[src/rtl/menu_ctrl_pkg.sv]
`default_nettype none
// ============================================================================
// menu_defs : shared constants, state encoding and value tables for menu_ctrl
// Rev 1.0
// ============================================================================
package menu_defs;

   // Scan codes; bit 8 flags the E0 extended prefix
   localparam logic [8:0] KEY_UP    = 9'h175;
   localparam logic [8:0] KEY_DOWN  = 9'h172;
   localparam logic [8:0] KEY_LEFT  = 9'h16B;
   localparam logic [8:0] KEY_RIGHT = 9'h174;
   localparam logic [8:0] KEY_ENTER = 9'h05A;

   localparam int unsigned MAX_ROUNDS = 63;

   localparam int KEY_W = 9;
   localparam int RES_W = 10;
   localparam int SUM_W = 16;
   localparam int CNT_W = 6;
   localparam int VAL_W = 7;
   localparam int IDX_W = 2;

   typedef enum logic [1:0] {
      ST_IDLE    = 2'd0,
      ST_PLAYING = 2'd1,
      ST_UPDATE  = 2'd2,
      ST_DIVIDE  = 2'd3
   } state_t;

   // Time mode offers 15/30/60 seconds, word mode 10/25/50 words
   function automatic logic [VAL_W-1:0] menu_value(input logic mode,
                                                   input logic [IDX_W-1:0] idx);
      logic [VAL_W-1:0] v;
      case ({mode, idx})
         3'b000:  v = 7'd15;
         3'b001:  v = 7'd30;
         3'b010:  v = 7'd60;
         3'b100:  v = 7'd10;
         3'b101:  v = 7'd25;
         3'b110:  v = 7'd50;
         default: v = 7'd15;
      endcase
      return v;
   endfunction

endpackage
`default_nettype wire

[src/rtl/menu_ctrl_if.sv]
`default_nettype none
// ============================================================================
// menu_ctrl_if : key/round inputs and menu/statistics outputs of menu_ctrl
// Rev 1.0
// ============================================================================
interface menu_ctrl_if;
   import menu_defs::*;

   logic             key_valid;
   logic [KEY_W-1:0] key_code;
   logic             round_done;
   logic             round_abort;
   logic [RES_W-1:0] round_wpm;
   logic [RES_W-1:0] round_acc;

   logic             mode;
   logic [VAL_W-1:0] value;
   logic             start;
   logic             busy;
   logic [RES_W-1:0] wpm_best;
   logic [RES_W-1:0] acc_best;
   logic [RES_W-1:0] wpm_average;
   logic [RES_W-1:0] acc_average;

   modport master (
      output key_valid, key_code, round_done, round_abort, round_wpm, round_acc,
      input  mode, value, start, busy, wpm_best, acc_best, wpm_average, acc_average
   );

   modport slave (
      input  key_valid, key_code, round_done, round_abort, round_wpm, round_acc,
      output mode, value, start, busy, wpm_best, acc_best, wpm_average, acc_average
   );

endinterface
`default_nettype wire

[src/rtl/menu_ctrl_seq_div.sv]
`default_nettype none
// ============================================================================
// seq_div : restoring divider, one quotient bit per cycle, W cycles per divide
// Rev 1.0
// ============================================================================
module seq_div #(
   parameter int W     = 16,
   parameter int OUT_W = 10
) (
   input  wire logic             clk,
   input  wire logic             rst,
   input  wire logic             start,
   input  wire logic [W-1:0]     dividend,
   input  wire logic [W-1:0]     divisor,
   output logic                  done,
   output logic [OUT_W-1:0]      quotient
);

   localparam int CW = $clog2(W) + 1;

   logic [CW-1:0] r_left;
   logic [W-1:0]  r_rem;
   logic [W-1:0]  r_quo;
   logic [W-1:0]  r_dsr;

   logic [W-1:0]  w_rem_in;
   logic [W-1:0]  w_quo_in;
   logic [W-1:0]  w_dsr;
   logic [W:0]    w_shift;
   logic          w_ge;
   logic [W-1:0]  w_rem_nxt;
   logic [W-1:0]  w_quo_nxt;

   // The start cycle already performs the first step on the fresh operands,
   // so a division occupies exactly W clock edges.
   always_comb begin
      w_rem_in  = start ? '0 : r_rem;
      w_quo_in  = start ? dividend : r_quo;
      w_dsr     = start ? divisor : r_dsr;
      w_shift   = {w_rem_in, w_quo_in[W-1]};
      w_ge      = (w_shift >= {1'b0, w_dsr});
      w_rem_nxt = w_ge ? W'(w_shift - {1'b0, w_dsr}) : W'(w_shift);
      w_quo_nxt = {w_quo_in[W-2:0], w_ge};
   end

   // done marks the cycle whose edge retires the last bit; quotient is valid then
   assign done     = (r_left == CW'(1)) && !start;
   assign quotient = w_quo_nxt[OUT_W-1:0];

   always_ff @(posedge clk or posedge rst) begin
      if (rst) begin
         r_left <= '0;
         r_rem  <= '0;
         r_quo  <= '0;
         r_dsr  <= '0;
      end else if (start) begin
         r_left <= CW'(W - 1);
         r_rem  <= w_rem_nxt;
         r_quo  <= w_quo_nxt;
         r_dsr  <= divisor;
      end else if (r_left != '0) begin
         r_left <= r_left - CW'(1);
         r_rem  <= w_rem_nxt;
         r_quo  <= w_quo_nxt;
      end
   end

endmodule
`default_nettype wire

[src/rtl/menu_ctrl.sv]
`default_nettype none
// ============================================================================
// menu_ctrl : menu key decoder, round start pulse and WPM/accuracy statistics
// Rev 1.0
// ============================================================================
module menu_ctrl
   import menu_defs::*;
(
   input  wire logic   clk,
   input  wire logic   rst,
   menu_ctrl_if.slave  bus
);

   localparam logic [CNT_W-1:0] c_max_rounds = CNT_W'(MAX_ROUNDS);
   localparam int               c_div_w      = SUM_W;

   state_t           r_state;
   state_t           w_state_nxt;

   logic             r_mode;
   logic [IDX_W-1:0] r_idx;
   logic             r_start;
   logic [RES_W-1:0] r_lat_wpm;
   logic [RES_W-1:0] r_lat_acc;
   logic [RES_W-1:0] r_wpm_best;
   logic [RES_W-1:0] r_acc_best;
   logic [RES_W-1:0] r_wpm_avg;
   logic [RES_W-1:0] r_acc_avg;
   logic [RES_W-1:0] r_q_wpm;
   logic [SUM_W-1:0] r_sum_wpm;
   logic [SUM_W-1:0] r_sum_acc;
   logic [CNT_W-1:0] r_count;
   logic [4:0]       r_div_cnt;

   logic             w_enter;
   logic             w_busy;
   logic             w_div_start;
   logic             w_div_done;
   logic [RES_W-1:0] w_div_q;
   logic [SUM_W-1:0] w_div_dividend;
   logic [SUM_W-1:0] w_div_divisor;

   // ---------------------------------------------------------------- FSM
   always_ff @(posedge clk or posedge rst) begin
      if (rst) r_state <= ST_IDLE;
      else     r_state <= w_state_nxt;
   end

   always_comb begin
      w_state_nxt = r_state;
      w_enter     = 1'b0;
      w_busy      = 1'b0;
      w_div_start = 1'b0;
      case (r_state)
         ST_IDLE: begin
            if (bus.key_valid && (bus.key_code == KEY_ENTER)) begin
               w_enter     = 1'b1;
               w_state_nxt = ST_PLAYING;
            end
         end
         ST_PLAYING: begin
            if (bus.round_abort)     w_state_nxt = ST_IDLE;
            else if (bus.round_done) w_state_nxt = ST_UPDATE;
         end
         ST_UPDATE: begin
            w_busy      = 1'b1;
            w_state_nxt = ST_DIVIDE;
         end
         ST_DIVIDE: begin
            w_busy      = 1'b1;
            // WPM division occupies slots 0..15, accuracy slots 16..31
            w_div_start = (r_div_cnt == 5'd0) || (r_div_cnt == 5'd16);
            if (w_div_done && r_div_cnt[4]) w_state_nxt = ST_IDLE;
         end
         default: w_state_nxt = ST_IDLE;
      endcase
   end

   // ---------------------------------------------------------------- datapath
   always_ff @(posedge clk or posedge rst) begin
      if (rst) begin
         r_mode     <= 1'b0;
         r_idx      <= '0;
         r_start    <= 1'b0;
         r_lat_wpm  <= '0;
         r_lat_acc  <= '0;
         r_wpm_best <= '0;
         r_acc_best <= '0;
         r_wpm_avg  <= '0;
         r_acc_avg  <= '0;
         r_q_wpm    <= '0;
         r_sum_wpm  <= '0;
         r_sum_acc  <= '0;
         r_count    <= '0;
         r_div_cnt  <= '0;
      end else begin
         r_start <= w_enter;
         case (r_state)
            ST_IDLE: begin
               if (bus.key_valid) begin
                  case (bus.key_code)
                     KEY_UP:   r_idx <= (r_idx == 2'd2) ? 2'd0 : r_idx + 2'd1;
                     KEY_DOWN: r_idx <= (r_idx == 2'd0) ? 2'd2 : r_idx - 2'd1;
                     KEY_LEFT, KEY_RIGHT: begin
                        r_mode <= ~r_mode;
                        r_idx  <= '0;
                     end
                     default: ;
                  endcase
               end
            end
            ST_PLAYING: begin
               if (bus.round_done && !bus.round_abort) begin
                  r_lat_wpm <= bus.round_wpm;
                  r_lat_acc <= bus.round_acc;
               end
            end
            ST_UPDATE: begin
               if (r_lat_wpm > r_wpm_best) r_wpm_best <= r_lat_wpm;
               if (r_lat_acc > r_acc_best) r_acc_best <= r_lat_acc;
               // Saturated history keeps averaging over the first MAX_ROUNDS rounds
               if (r_count < c_max_rounds) begin
                  r_sum_wpm <= r_sum_wpm + SUM_W'(r_lat_wpm);
                  r_sum_acc <= r_sum_acc + SUM_W'(r_lat_acc);
                  r_count   <= r_count + CNT_W'(1);
               end
               r_div_cnt <= '0;
            end
            ST_DIVIDE: begin
               r_div_cnt <= r_div_cnt + 5'd1;
               if (w_div_done && !r_div_cnt[4]) r_q_wpm <= w_div_q;
               if (w_div_done && r_div_cnt[4]) begin
                  r_wpm_avg <= r_q_wpm;
                  r_acc_avg <= w_div_q;
               end
            end
            default: ;
         endcase
      end
   end

   // ---------------------------------------------------------------- divider
   assign w_div_dividend = r_div_cnt[4] ? r_sum_acc : r_sum_wpm;
   assign w_div_divisor  = SUM_W'(r_count);

   seq_div #(
      .W     (c_div_w),
      .OUT_W (RES_W)
   ) u_div (
      .clk      (clk),
      .rst      (rst),
      .start    (w_div_start),
      .dividend (w_div_dividend),
      .divisor  (w_div_divisor),
      .done     (w_div_done),
      .quotient (w_div_q)
   );

   // ---------------------------------------------------------------- outputs
   assign bus.mode        = r_mode;
   assign bus.value       = menu_value(r_mode, r_idx);
   assign bus.start       = r_start;
   assign bus.busy        = w_busy;
   assign bus.wpm_best    = r_wpm_best;
   assign bus.acc_best    = r_acc_best;
   assign bus.wpm_average = r_wpm_avg;
   assign bus.acc_average = r_acc_avg;

endmodule
`default_nettype wire

[src/flat_wrapper.sv]
// flat-port wrapper written by rule: the top's interface ports become plain ports
module menu_ctrl_flat import menu_defs::*;
  (clk, rst, bus_key_valid, bus_key_code, bus_round_done, bus_round_abort, bus_round_wpm, bus_round_acc, bus_mode, bus_value, bus_start, bus_busy, bus_wpm_best, bus_acc_best, bus_wpm_average, bus_acc_average);
  menu_ctrl_if bus_i ();
  input  wire logic clk;
  input  wire logic rst;
  input wire logic [$bits(bus_i.key_valid)-1:0] bus_key_valid;
  input wire logic [$bits(bus_i.key_code)-1:0] bus_key_code;
  input wire logic [$bits(bus_i.round_done)-1:0] bus_round_done;
  input wire logic [$bits(bus_i.round_abort)-1:0] bus_round_abort;
  input wire logic [$bits(bus_i.round_wpm)-1:0] bus_round_wpm;
  input wire logic [$bits(bus_i.round_acc)-1:0] bus_round_acc;
  output wire logic [$bits(bus_i.mode)-1:0] bus_mode;
  output wire logic [$bits(bus_i.value)-1:0] bus_value;
  output wire logic [$bits(bus_i.start)-1:0] bus_start;
  output wire logic [$bits(bus_i.busy)-1:0] bus_busy;
  output wire logic [$bits(bus_i.wpm_best)-1:0] bus_wpm_best;
  output wire logic [$bits(bus_i.acc_best)-1:0] bus_acc_best;
  output wire logic [$bits(bus_i.wpm_average)-1:0] bus_wpm_average;
  output wire logic [$bits(bus_i.acc_average)-1:0] bus_acc_average;
  assign bus_i.key_valid = bus_key_valid;
  assign bus_i.key_code = bus_key_code;
  assign bus_i.round_done = bus_round_done;
  assign bus_i.round_abort = bus_round_abort;
  assign bus_i.round_wpm = bus_round_wpm;
  assign bus_i.round_acc = bus_round_acc;
  assign bus_mode = bus_i.mode;
  assign bus_value = bus_i.value;
  assign bus_start = bus_i.start;
  assign bus_busy = bus_i.busy;
  assign bus_wpm_best = bus_i.wpm_best;
  assign bus_acc_best = bus_i.acc_best;
  assign bus_wpm_average = bus_i.wpm_average;
  assign bus_acc_average = bus_i.acc_average;
  menu_ctrl u_core (.clk(clk), .rst(rst), .bus(bus_i));
endmodule
[config.mk]
export PLATFORM = sky130hd
export DESIGN_NAME = menu_ctrl_flat
export DESIGN_NICKNAME = d
export VERILOG_FILES = /design/src/rtl/menu_ctrl_pkg.sv /design/src/rtl/menu_ctrl_if.sv /design/src/rtl/menu_ctrl_seq_div.sv /design/src/rtl/menu_ctrl.sv /design/src/flat_wrapper.sv
export SDC_FILE = /design/constraint.sdc
export NUM_CORES = 1
export LEC_CHECK = 0
export CORE_MARGIN = 5
export CORE_UTILIZATION = 45
export DETAILED_ROUTE_END_ITERATION = 8
export PLACE_DENSITY_LB_ADDON = 0.15
export SLEW_MARGIN = 10
export SYNTH_ARGS = -nofsm -noshare
export SYNTH_HDL_FRONTEND = slang
export SYNTH_HIERARCHICAL = 1
export SYNTH_SLANG_ARGS = --single-unit
[constraint.sdc]
create_clock -name clk -period 4.1 [get_ports clk]
set_input_delay 0.82 -clock clk [delete_from_list [all_inputs] [get_ports clk]]
set_output_delay 0.82 -clock clk [all_outputs]
set_load 0.05 [all_outputs]
==> run metrics <==
status complete, no violations; Worst EP required 4.42 ns; Gate Count Post-Synth 942; Starting Density 45.90%; kind of critical path flop to flop; total number of vias 7118; Layout Cells excl Fill 1317; Synth area leaders dfrtp_1 43%, mux2_2 9.1%, ha_1 8.3%; I/O pin count 84; final instance area 11730 um^2; register area 4304 um^2; Max VDD drop 0.0004905 V; CTS Sinks 172; crit path max fanout 54; DRT Pass-1 Iters 7; slew margin rel. 26.70%; leakage power 5.410 nW; Final Setup Violations 0; Die ar. 25410 um^2; antenna cells 0; Core ar. 21890 um^2; DR WL/cell 16.35 um; post-route antenna net violation count 0; count of final hold-check violations 0; R2R Setup Slk 0.41 ns; hold depth 1; pwr/cell area 923.7 nW/um^2; largest net degree at the start of global routing 66; layout cells sized above 1 15.33%; vias in the first global route 7000; top-area cell type share of the netlist area 42.84%; EDFF count, synth 0; multi-input logic area 5326 um^2; clock latency at the later pin of the worst-skew pair 0.43 ns; sequential element share of the synthesized area 42.84%; port buffer count 82; final setup margin 0.4141 ns; post-placement cell count 1285; GRT Residual Overflow 0; Yosys warnings 6; Pins Over Slew Limit 0; Worst setup EP type flop; fin util 53.59%; All-Layer GR Usage 17.36%; vias per inst 5.405; initial antenna violation count 0; average size of a mapped cell 10.67 um^2; fillcell total 1971; DRC violation total after the first TritonRoute iteration 458; Rows 54; CP peak stage delay 0.41 ns; first-pass GRT wire length 36670 um; cell area after synthesis 10050 um^2; DP Area 11150 um^2; Die Span Y 159.4 um; maximum clock insertion buffer count 2; Area growth syn-to-layout 16.76%; Main synth FF type dfrtp_1; number of distinct library cells after synthesis 82; Min-Delay Endpoint u_core/r_sum_acc[15]; dpl hpwl 15940 um; RR Endpoint u_core/u_div/r_rem[14]; post-place setup slack 0.4908 ns; Max Fclk 271.3 MHz; Final nets 1128; CP bufs+invs 2; cell with the most instances after synthesis dfrtp_1; H-Tree Depth 4; setup tns final 0 ns; Hold Crit Start u_core/r_sum_acc[15]; Final Skew 0.01539 ns; Root Driver clkbuf_16; maxcap violations 0; Post-synth top cells 172 x dfrtp_1, 88 x nand2_1, 81 x mux2_2, 67 x ha_1, 58 x inv_1; Die X 159.4 um; Reg clk slew, reported paths 0.07 ns; routed wire length 21530 um; CP Data Arrival Time 4.00 ns; cell breakdown of the critical path inv_1 > ha_1 > nor4b_2 > buf_12 > mux2_2 > ha_1 > fa_1 > nor2b_1 > o22ai_1 > o21ai_0 > mux2_2 > o22ai_1 > a21oi_1; leading area contributor after synthesis dfrtp_1; post-CTS setup buffer count 0; cells on worst reg2reg path 13; delay-heaviest family, CP adder cells; Yosys reg bits 172; CP max stage cell fa_1; unrepaired setup endpoints after global routing no; number of CTS-inserted buffers 17; worst min-delay path class flop to flop; CTS-repair resized insts 0; Power Total 10.84 mW; CTS tree yes; Worst R2R Start u_core/r_div_cnt[0]; Post-CTS Hold Fix Bufs 0; async set-or-reset flop fraction in the synthesized netlist 100.0%; routability cong. 0.8341; Hold WS 0.4746 ns; Final min period 3.686 ns; DRC Markers 0; final period utilization 89.90%; Critical Path Start Type flop; worst-margin pin slew 1.096 ns
-- flip-flops by register name, indices dropped and copies added, names as in the netlist, 16 cells and up, named ones only --
name                flops
u_core/u_div/r_quo     16
u_core/u_div/r_rem     16
u_core/r_sum_acc       16
u_core/u_div/r_dsr     16
u_core/r_sum_wpm       16
-- worst reg2reg max path, cell delays in order (launching register included) --
cell and delay (ns):
dfrtp_1 0.40, inv_1 0.11, ha_1 0.14, nor4b_2 0.30
buf_12 0.32, mux2_2 0.42, ha_1 0.23, fa_1 0.41
nor2b_1 0.19, o22ai_1 0.14, o21ai_0 0.32, mux2_2 0.38
o22ai_1 0.14, a21oi_1 0.08
-- cell type report --
type                    count  area share [%]
multi-input cells         679           45.40
flip-flops and latches    172           36.69
repair buffers             96           8.106
clock buffers              21           4.010
well taps                 280           2.986
inverters                  58           1.877
clock inverters            11          0.9279
-- layer usage --
| metal | wire length, um | part of all wire (%) | GRT usage, % | vias up |
|---|---|---|---|---|
| li1 | - | - | - | 3512 |
| met1 | 10830 | 50 | 25.44 | 3451 |
| met2 | 9650 | 45 | 26.67 | 139 |
| met3 | 792 | 3.7 | 3.184 | 16 |
| met4 | 256 | 1.2 | 4.420 | 0 |
| met5 | 0 | 0 | 0 | - |
-- report_power, final --
group	internal, mW	switching (mW)
sequential	2.41	0.539
combinational	2.66	3.65
clock	0.893	0.691
-- cell families (layout without fill, tap and decap cells) --
kind of cell | after synthesis | in the layout | share of synthesized area, %
buffers and inverters | 101 | 186 | 4.732
AOI/OAI and AO/OA | 184 | 184 | 12.94
adders and majority gates | 70 | 70 | 8.941
xor gates and xnor gates | 43 | 43 | 3.748
DFF | 172 | 172 | 42.84
muxes | 132 | 132 | 14.50
other | 1 | 11 | 0.03732
and+or+nand+nor | 239 | 239 | 12.27
-- cells in the final DEF (no fill, tap or decap), types with 22 or more instances in the layout --
master,n
mux2_2,81
o21ai_0,44
a21oi_1,43
clkdlybuf4s50_1,82
ha_1,67
mux2i_1,24
dfrtp_1,172
nand2_1,88
mux2_1,27
inv_1,56
xor2_1,22
nor2_1,32
-- worst max-delay path by stage --
| stage | cells past startpoint | to | slack, ns | start |
|---|---|---|---|---|
| 3_3_place_gp | 13 | u_core/u_div/r_rem[14] | 0.52 | u_core/r_div_cnt[0] |
| 5_1_grt | 13 | u_core/u_div/r_rem[14] | 0.23 | u_core/r_div_cnt[0] |
| 4_1_cts | 13 | u_core/u_div/r_rem[14] | 0.46 | u_core/r_div_cnt[0] |
| 6_report | 13 | u_core/u_div/r_rem[14] | 0.41 | u_core/r_div_cnt[0] |
| 3_5_place_dp | 13 | u_core/u_div/r_rem[14] | 0.49 | u_core/r_div_cnt[0] |
| 2_1_floorplan | 16 | u_core/r_q_wpm[0] | 0.08 | flop |
(Power assumes the default switching activity.)
